## src/rtl/systolic_pkg.sv

```systemverilog
// Shared types and defaults for the systolic array sequencer.
package systolic_pkg;

  localparam int DEF_ROW = 32;
  localparam int DEF_COL = 32;

  // Sequencer states; encodings are fixed so they can be mirrored as plain constants.
  typedef enum logic [2:0] {
    ST_IDLE   = 3'd0,
    ST_LOAD_W = 3'd1,
    ST_STREAM = 3'd2,
    ST_DRAIN  = 3'd3,
    ST_DONE   = 3'd4
  } state_e;

  // What the row-enable generator should do in the coming cycle.
  typedef enum logic [1:0] {
    PH_OFF    = 2'd0,
    PH_LOAD   = 2'd1,
    PH_STREAM = 2'd2
  } phase_e;

endpackage

```

## src/rtl/systolic_seq_ctrl_row_skew_gen.sv

```systemverilog
// Per-row input enables for the array: every used row during weight load,
// then a diagonal window of N cycles starting at t = row while streaming.
module row_skew_gen
  import systolic_pkg::*;
#(
  parameter int ROW   = DEF_ROW,
  parameter int DIM_W = $clog2(ROW + 1),
  parameter int LEN_W = 16
) (
  input  logic             clk,
  input  logic             nrst,
  input  logic [DIM_W-1:0] k,
  input  logic [LEN_W-1:0] n,
  input  logic [LEN_W:0]   t,
  input  phase_e           phase,
  output logic [ROW-1:0]   input_en
);

  // Extra headroom so row + N never wraps.
  localparam int XW = LEN_W + 2;

  logic [ROW-1:0] en_next;
  logic [ROW-1:0] en_reg;
  logic [XW-1:0]  t_x;
  logic [XW-1:0]  n_x;

  assign t_x = XW'(t);
  assign n_x = XW'(n);

  genvar gi;
  for (gi = 0; gi < ROW; gi++) begin : g_row
    localparam int unsigned RI = gi;
    localparam logic [XW-1:0] R_X = XW'(gi);
    logic row_used;
    logic in_window;

    assign row_used    = 32'(k) > RI;
    assign in_window   = (t_x >= R_X) && (t_x < R_X + n_x);
    assign en_next[gi] = row_used &&
                         ((phase == PH_LOAD) || ((phase == PH_STREAM) && in_window));
  end

  // Inputs describe the next cycle, so the registered enable lines up with the FSM state.
  always_ff @(posedge clk or negedge nrst) begin
    if (!nrst) en_reg <= '0;
    else       en_reg <= en_next;
  end

  assign input_en = en_reg;

endmodule

```

## src/rtl/systolic_seq_ctrl.sv

```systemverilog
// Sequencer for a ROW x COL systolic array: loads K weight rows, streams
// N vectors with a per-row skew, drains the pipeline, then pulses done.
module systolic_seq_ctrl
  import systolic_pkg::*;
#(
  parameter int ROW   = DEF_ROW,
  parameter int COL   = DEF_COL,
  parameter int DIM_W = $clog2(ROW + 1),
  parameter int LEN_W = 16
) (
  input  logic             clk,
  input  logic             nrst,
  input  logic             start,
  input  logic             abort,
  input  logic [DIM_W-1:0] weight_dim,
  input  logic [LEN_W-1:0] num_vec,
  output logic             w_ps,
  output logic [ROW-1:0]   input_en,
  output logic             psum_valid,
  output logic             busy,
  output logic             done,
  output logic             cfg_err
);

  localparam int TW = LEN_W + 1;  // cycle counter width
  localparam int XW = LEN_W + 2;  // width for end-of-phase sums

  localparam logic [2:0] S_IDLE   = ST_IDLE;
  localparam logic [2:0] S_LOAD_W = ST_LOAD_W;
  localparam logic [2:0] S_STREAM = ST_STREAM;
  localparam logic [2:0] S_DRAIN  = ST_DRAIN;
  localparam logic [2:0] S_DONE   = ST_DONE;

  logic [2:0]       state_reg, state_next;
  logic [TW-1:0]    t_reg, t_next;
  logic [DIM_W-1:0] k_reg, k_next;
  logic [LEN_W-1:0] n_reg, n_next;
  logic             cfg_err_reg, cfg_err_next;
  phase_e           phase_next;

  logic [XW-1:0]    t_x, k_x, n_x;
  logic [XW-1:0]    stream_last, drain_last, psum_lo, psum_hi;
  logic [DIM_W-1:0] k_clamped;
  logic             cfg_bad;
  logic             streaming;

  assign t_x = XW'(t_reg);
  assign k_x = XW'(k_reg);
  assign n_x = XW'(n_reg);

  // Last t of STREAM is N+K-2; DRAIN ends once the last vector clears COL columns.
  assign stream_last = k_x + n_x - XW'(2);
  assign drain_last  = k_x + n_x + XW'(COL) - XW'(2);
  assign psum_lo     = k_x + XW'(1);
  assign psum_hi     = k_x + XW'(1) + n_x;

  assign k_clamped = (32'(weight_dim) > 32'(ROW)) ? DIM_W'(ROW) : weight_dim;
  assign cfg_bad   = (weight_dim == '0) || (num_vec == '0);

  // Next-state, counter and job-latch logic; abort overrides everything outside IDLE.
  always_comb begin
    state_next   = state_reg;
    t_next       = t_reg;
    k_next       = k_reg;
    n_next       = n_reg;
    cfg_err_next = 1'b0;
    case (state_reg)
      S_IDLE: begin
        if (start && !abort) begin
          if (cfg_bad) begin
            cfg_err_next = 1'b1;
          end else begin
            k_next     = k_clamped;
            n_next     = num_vec;
            t_next     = '0;
            state_next = S_LOAD_W;
          end
        end
      end
      S_LOAD_W: begin
        // t doubles as the load-cycle counter and restarts at 0 for STREAM
        if (t_x == k_x - XW'(1)) begin
          t_next     = '0;
          state_next = S_STREAM;
        end else begin
          t_next = t_reg + TW'(1);
        end
      end
      S_STREAM: begin
        t_next = t_reg + TW'(1);
        if (t_x == stream_last) state_next = S_DRAIN;
      end
      S_DRAIN: begin
        if (t_x == drain_last) begin
          t_next     = '0;
          state_next = S_DONE;
        end else begin
          t_next = t_reg + TW'(1);
        end
      end
      S_DONE: begin
        t_next     = '0;
        state_next = S_IDLE;
      end
      default: begin
        t_next     = '0;
        state_next = S_IDLE;
      end
    endcase
    if (abort && (state_reg != S_IDLE)) begin
      t_next     = '0;
      state_next = S_IDLE;
    end
  end

  // Tell the enable generator which phase the coming cycle belongs to.
  always_comb begin
    phase_next = PH_OFF;
    case (state_next)
      S_LOAD_W:          phase_next = PH_LOAD;
      S_STREAM, S_DRAIN: phase_next = PH_STREAM;
      default:           phase_next = PH_OFF;
    endcase
  end

  // FSM state, cycle counter, latched job parameters and the config-error pulse.
  always_ff @(posedge clk or negedge nrst) begin
    if (!nrst) begin
      state_reg   <= S_IDLE;
      t_reg       <= '0;
      k_reg       <= '0;
      n_reg       <= '0;
      cfg_err_reg <= 1'b0;
    end else begin
      state_reg   <= state_next;
      t_reg       <= t_next;
      k_reg       <= k_next;
      n_reg       <= n_next;
      cfg_err_reg <= cfg_err_next;
    end
  end

  row_skew_gen #(
    .ROW   (ROW),
    .DIM_W (DIM_W),
    .LEN_W (LEN_W)
  ) u_row_skew_gen (
    .clk      (clk),
    .nrst     (nrst),
    .k        (k_next),
    .n        (n_next),
    .t        (t_next),
    .phase    (phase_next),
    .input_en (input_en)
  );

  assign streaming  = (state_reg == S_STREAM) || (state_reg == S_DRAIN);
  assign w_ps       = !streaming;
  assign busy       = (state_reg != S_IDLE);
  assign done       = (state_reg == S_DONE);
  assign psum_valid = streaming && (t_x >= psum_lo) && (t_x < psum_hi);
  assign cfg_err    = cfg_err_reg;

endmodule

```

## config.mk

```make
export PLATFORM = sky130hd
export DESIGN_NAME = systolic_seq_ctrl
export DESIGN_NICKNAME = d
export VERILOG_FILES = /design/src/rtl/systolic_pkg.sv /design/src/rtl/systolic_seq_ctrl_row_skew_gen.sv /design/src/rtl/systolic_seq_ctrl.sv
export SDC_FILE = /design/constraint.sdc
export NUM_CORES = 1
export LEC_CHECK = 0
export CELL_PAD_IN_SITES_DETAIL_PLACEMENT = 1
export CELL_PAD_IN_SITES_GLOBAL_PLACEMENT = 2
export CORE_UTILIZATION = 35
export CTS_CLUSTER_SIZE = 14
export DETAILED_ROUTE_END_ITERATION = 10
export GPL_TIMING_DRIVEN = 0
export HOLD_SLACK_MARGIN = 0.15
export PLACE_DENSITY_LB_ADDON = 0.1
export SLEW_MARGIN = 20
export SYNTH_ARGS = -nofsm -noshare
export SYNTH_HDL_FRONTEND = slang
export SYNTH_SLANG_ARGS = --single-unit
```

## constraint.sdc

```tcl
create_clock -name clk -period 6.5 [get_ports clk]
set_input_delay 1.95 -clock clk [delete_from_list [all_inputs] [get_ports clk]]
set_output_delay 1.95 -clock clk [all_outputs]
set_load 0.01 [all_outputs]
```

==> results.sh <==
export IMPL_outcome="finished with violations"
export IMPL_failed_checks="setup timing"
export IMPL_grt_pass1_vias=27580
export IMPL_clockRootBuffer="clkbuf_16"
export IMPL_power_total_uw=17600
export IMPL_clkSlewWorstSetupHoldPaths_ns=0.07
export IMPL_power_density_mw_per_mm2=518
export IMPL_synth_seq_cells=75
export IMPL_dp_hpwl_mm=109
export IMPL_setup_tns_final_ns=-4.76
export IMPL_drc=0
export IMPL_die_area_mm2=0.0673
export IMPL_yosysUniqueCellTypes=110
export IMPL_routed_wl_mm=150
export IMPL_synthCells=3063
export IMPL_synth_area_mm2=0.0232
export IMPL_final_cells=4429
export IMPL_crit_fanout=7
export IMPL_cts_tree="done"
export IMPL_globalRouteMet3Util_pct=9.27
export IMPL_design_area_mm2=0.0339
export IMPL_start_util_pct=35.4
export IMPL_vias=27945
export IMPL_leakage_uw=0.0144
export IMPL_drv_slew=0
export IMPL_layout_common_cells="ha_1 (422), xnor2_1 (363), buf_4 (328)"
export IMPL_cts_hold_buffers=0
export IMPL_crit_type="input port to register"
export IMPL_skew_ns=0.0206
export IMPL_antenna_found_initial=5
export IMPL_fmax_ghz=0.145
export IMPL_antenna_left=0
export IMPL_wl_per_cell_um=33.9
export IMPL_fin_ws_ns=-0.414
export IMPL_slew_headroom_pct=14.6
export IMPL_cap_violations=0
export IMPL_ys_warn_count=0
export IMPL_crit_required_ns=6.77
export IMPL_setup_viol_count_final=23
export IMPL_grt_use_total_pct=42.5
export IMPL_whs_path_depth=3
export IMPL_nets=4072
export IMPL_irDropWorstVdd_v=0.000201
export IMPL_syn_to_final_growth_pct=46.2
export IMPL_htree_levels=3
export IMPL_fp_dieH_um=259
export IMPL_crit_arrival_ns=7.19
export IMPL_clock_sinks=75
export IMPL_io_buffer_count=62
export IMPL_layout_drive_gt1_share_pct=31.5
export IMPL_placed_area_mm2=0.0259
export IMPL_period_needed_ns=6.91
export IMPL_grt_busiest_layer="met2"
export IMPL_die_x_um=259
export IMPL_hold_ws_ns=0.723
export IMPL_use_met2_pct=66.2
export IMPL_grt_pass1_wl_mm=204
export IMPL_vias_per_cell=6.31
export IMPL_hold_violations=0
export IMPL_drt_iter0_markers=2523
export IMPL_cts_buffers_inserted=9
export IMPL_hp_class="register to register"
export IMPL_end_kind="register"
export IMPL_core_region_area_mm2=0.0656
export IMPL_fin_crit_sh_pct=106
export IMPL_use_met1_pct=52.8
export IMPL_synth_yosys_seq_area_share_pct=8.09
export IMPL_fillers=7533
export IMPL_synth_ff_type="dfrtp_1"
export IMPL_dp_cells=4018
export IMPL_rows=94
export IMPL_overflow=0
export IMPL_dr_pass1_iters=6
export IMPL_gp_congestion=1.04
export IMPL_clock_latency_ns=0.38
export IMPL_reg2regPathDepth=33
export IMPL_rsz0062_at_grt="yes"
export IMPL_cts_max_path_buffers=2
export IMPL_async_flop_share_pct=100
export IMPL_avgSynthCellArea_um2=7.58
export IMPL_tightest_slew_ns=1.28
export IMPL_final_common_cell="ha_1"
export IMPL_synth_nets=3578
export IMPL_critical_path_startpoint_type="input port"
export IMPL_grt_start_max_net_pins=49
export IMPL_synth_edf_count=0
export IMPL_io_pins=63
export IMPL_largest_reg_flops=32
## timing repair
| action | 4_1_cts | 5_1_grt |
|---|---|---|
| pin swaps | 182 | 219 |
| endpoints found under the hold margin | 0 | 0 |
| setup buffers | 221 | 175 |
| cloned | 2 | 4 |
| gates resized for setup | 688 | 346 |
| endpoints found under the setup margin | 33 | 33 |
## stage by stage
step / utilization [%] / setup slack [ns]
finish: 51.7 / -0.414
global placement: 38.3 / -5.72
CTS: 47.4 / -0.372
detailed placement: 39.5 / -4.47
floorplan: - / -0.155
global route: 51.7 / -0.473
## path summary, 6_finish.rpt
kind / slack (ns) / to / startpoint
min reg2reg: 0.72 / cfg_err / state_reg[1]
max: -0.41 / u_row_skew_gen.input_en[30] / weight_dim[0]
max in group asynchronous: 4.31 / n_reg[1] / nrst
min: 0.72 / cfg_err / state_reg[1]
max reg2reg: -0.34 / u_row_skew_gen.input_en[22] / n_reg[0]
min in group asynchronous: 1.52 / u_row_skew_gen.input_en[5] / nrst
## layer usage
metal	vias up	wire [um]
li1	12086	-
met2	1453	65000
met1	13911	59100
met5	-	44
met4	6	11800
met3	489	13900
## cells in the mapped netlist (all sizes together), types with 6 or more instances
| master | instances | area [um2] |
|---|---|---|
| a31oi | 28 | 211 |
| a221oi | 10 | 93.8 |
| nand2b | 92 | 576 |
| nand3b | 6 | 45.0 |
| a211oi | 26 | 238 |
| xor2 | 21 | 191 |
| dfrtp | 75 | 1880 |
| nor2 | 301 | 1140 |
| nand4 | 74 | 463 |
| nand2 | 226 | 853 |
| xnor2 | 392 | 3440 |
| a21oi | 219 | 1110 |
| a2111oi | 13 | 145 |
| clkbuf | 100 | 375 |
| o32ai | 14 | 123 |
| or2 | 11 | 68.8 |
| ha | 487 | 6090 |
| or3 | 16 | 100 |
| buf | 34 | 184 |
| a211o | 7 | 61.3 |
| and2 | 22 | 138 |
| nor2b | 89 | 557 |
| nor3 | 68 | 387 |
| nor3b | 9 | 72.6 |
| o21ai | 176 | 892 |
| nor4 | 28 | 181 |
| nand3 | 119 | 601 |
| a21o | 74 | 556 |
| o211ai | 18 | 140 |
| o22ai | 9 | 62.6 |
| o41ai | 11 | 115 |
| o2111ai | 9 | 78.8 |
| o31ai | 9 | 77.6 |
| and4 | 18 | 158 |
| and3 | 24 | 155 |
| o31a | 6 | 52.6 |
| o21a | 12 | 90.1 |
| a31o | 6 | 52.6 |
| mux2i | 20 | 200 |
| a21boi | 12 | 90.1 |
| inv | 95 | 357 |
| o311ai | 6 | 77.6 |
## kinds of logic (layout without fill, tap and decap cells)
| logic type | count (synthesis) | after routing | synth area share, % |
|---|---|---|---|
| buffers and inverters | 232 | 730 | 4.00 |
| and+or+nand+nor | 1128 | 1128 | 24.6 |
| xor gates and xnor gates | 418 | 418 | 16.1 |
| muxes | 21 | 21 | 0.911 |
| DFF | 75 | 75 | 8.09 |
| AOI/OAI and AO/OA | 697 | 698 | 19.7 |
| other | 0 | 3 | 0 |
| adders and majority gates | 492 | 492 | 26.6 |
## layout make-up
class,instances,area [um2],share of cell area (%)
Antenna cell,3,7.51,0.0221
Buffer,128,1030,3.05
Clock buffer,11,233,0.686
Clock inverter,5,62.6,0.184
Inverter,98,444,1.31
Multi-Input combinational cell,2757,24300,71.7
Sequential cell,75,1890,5.56
Tap cell,864,1080,3.19
Timing Repair Buffer,488,4850,14.3
## report_power, final
part / internal [uW] / switching [uW] / leakage (uW) / total, uW
Combinational: 6310 / 9930 / 0.0133 / 16200
Clock: 300 / 242 / 0.000136 / 542
Sequential: 625 / 150 / 0.000966 / 775
Total: 7240 / 10300 / 0.0144 / 17600
## worst max-delay path, cell delays in order
cell and delay (ns):
buf_2 0.11, or4_4 0.49, o31a_1 0.29, nand4_1 0.14
buf_6 0.15, buf_12 0.13, buf_12 0.13, mux2i_4 0.25
buf_12 0.16, buf_12 0.13, buf_8 0.13, buf_8 0.13
buf_12 0.11, ha_4 0.18, o21ai_4 0.10, a21oi_4 0.25
buf_6 0.14, nor2_2 0.04, xnor2_2 0.13, ha_1 0.32
a21o_1 0.18, a21oi_2 0.11, nor2b_1 0.05, o21ai_1 0.11
nand2b_1 0.11, a221oi_4 0.56, o2111ai_2 0.26, o32ai_4 0.32
(Power assumes the default switching activity.)
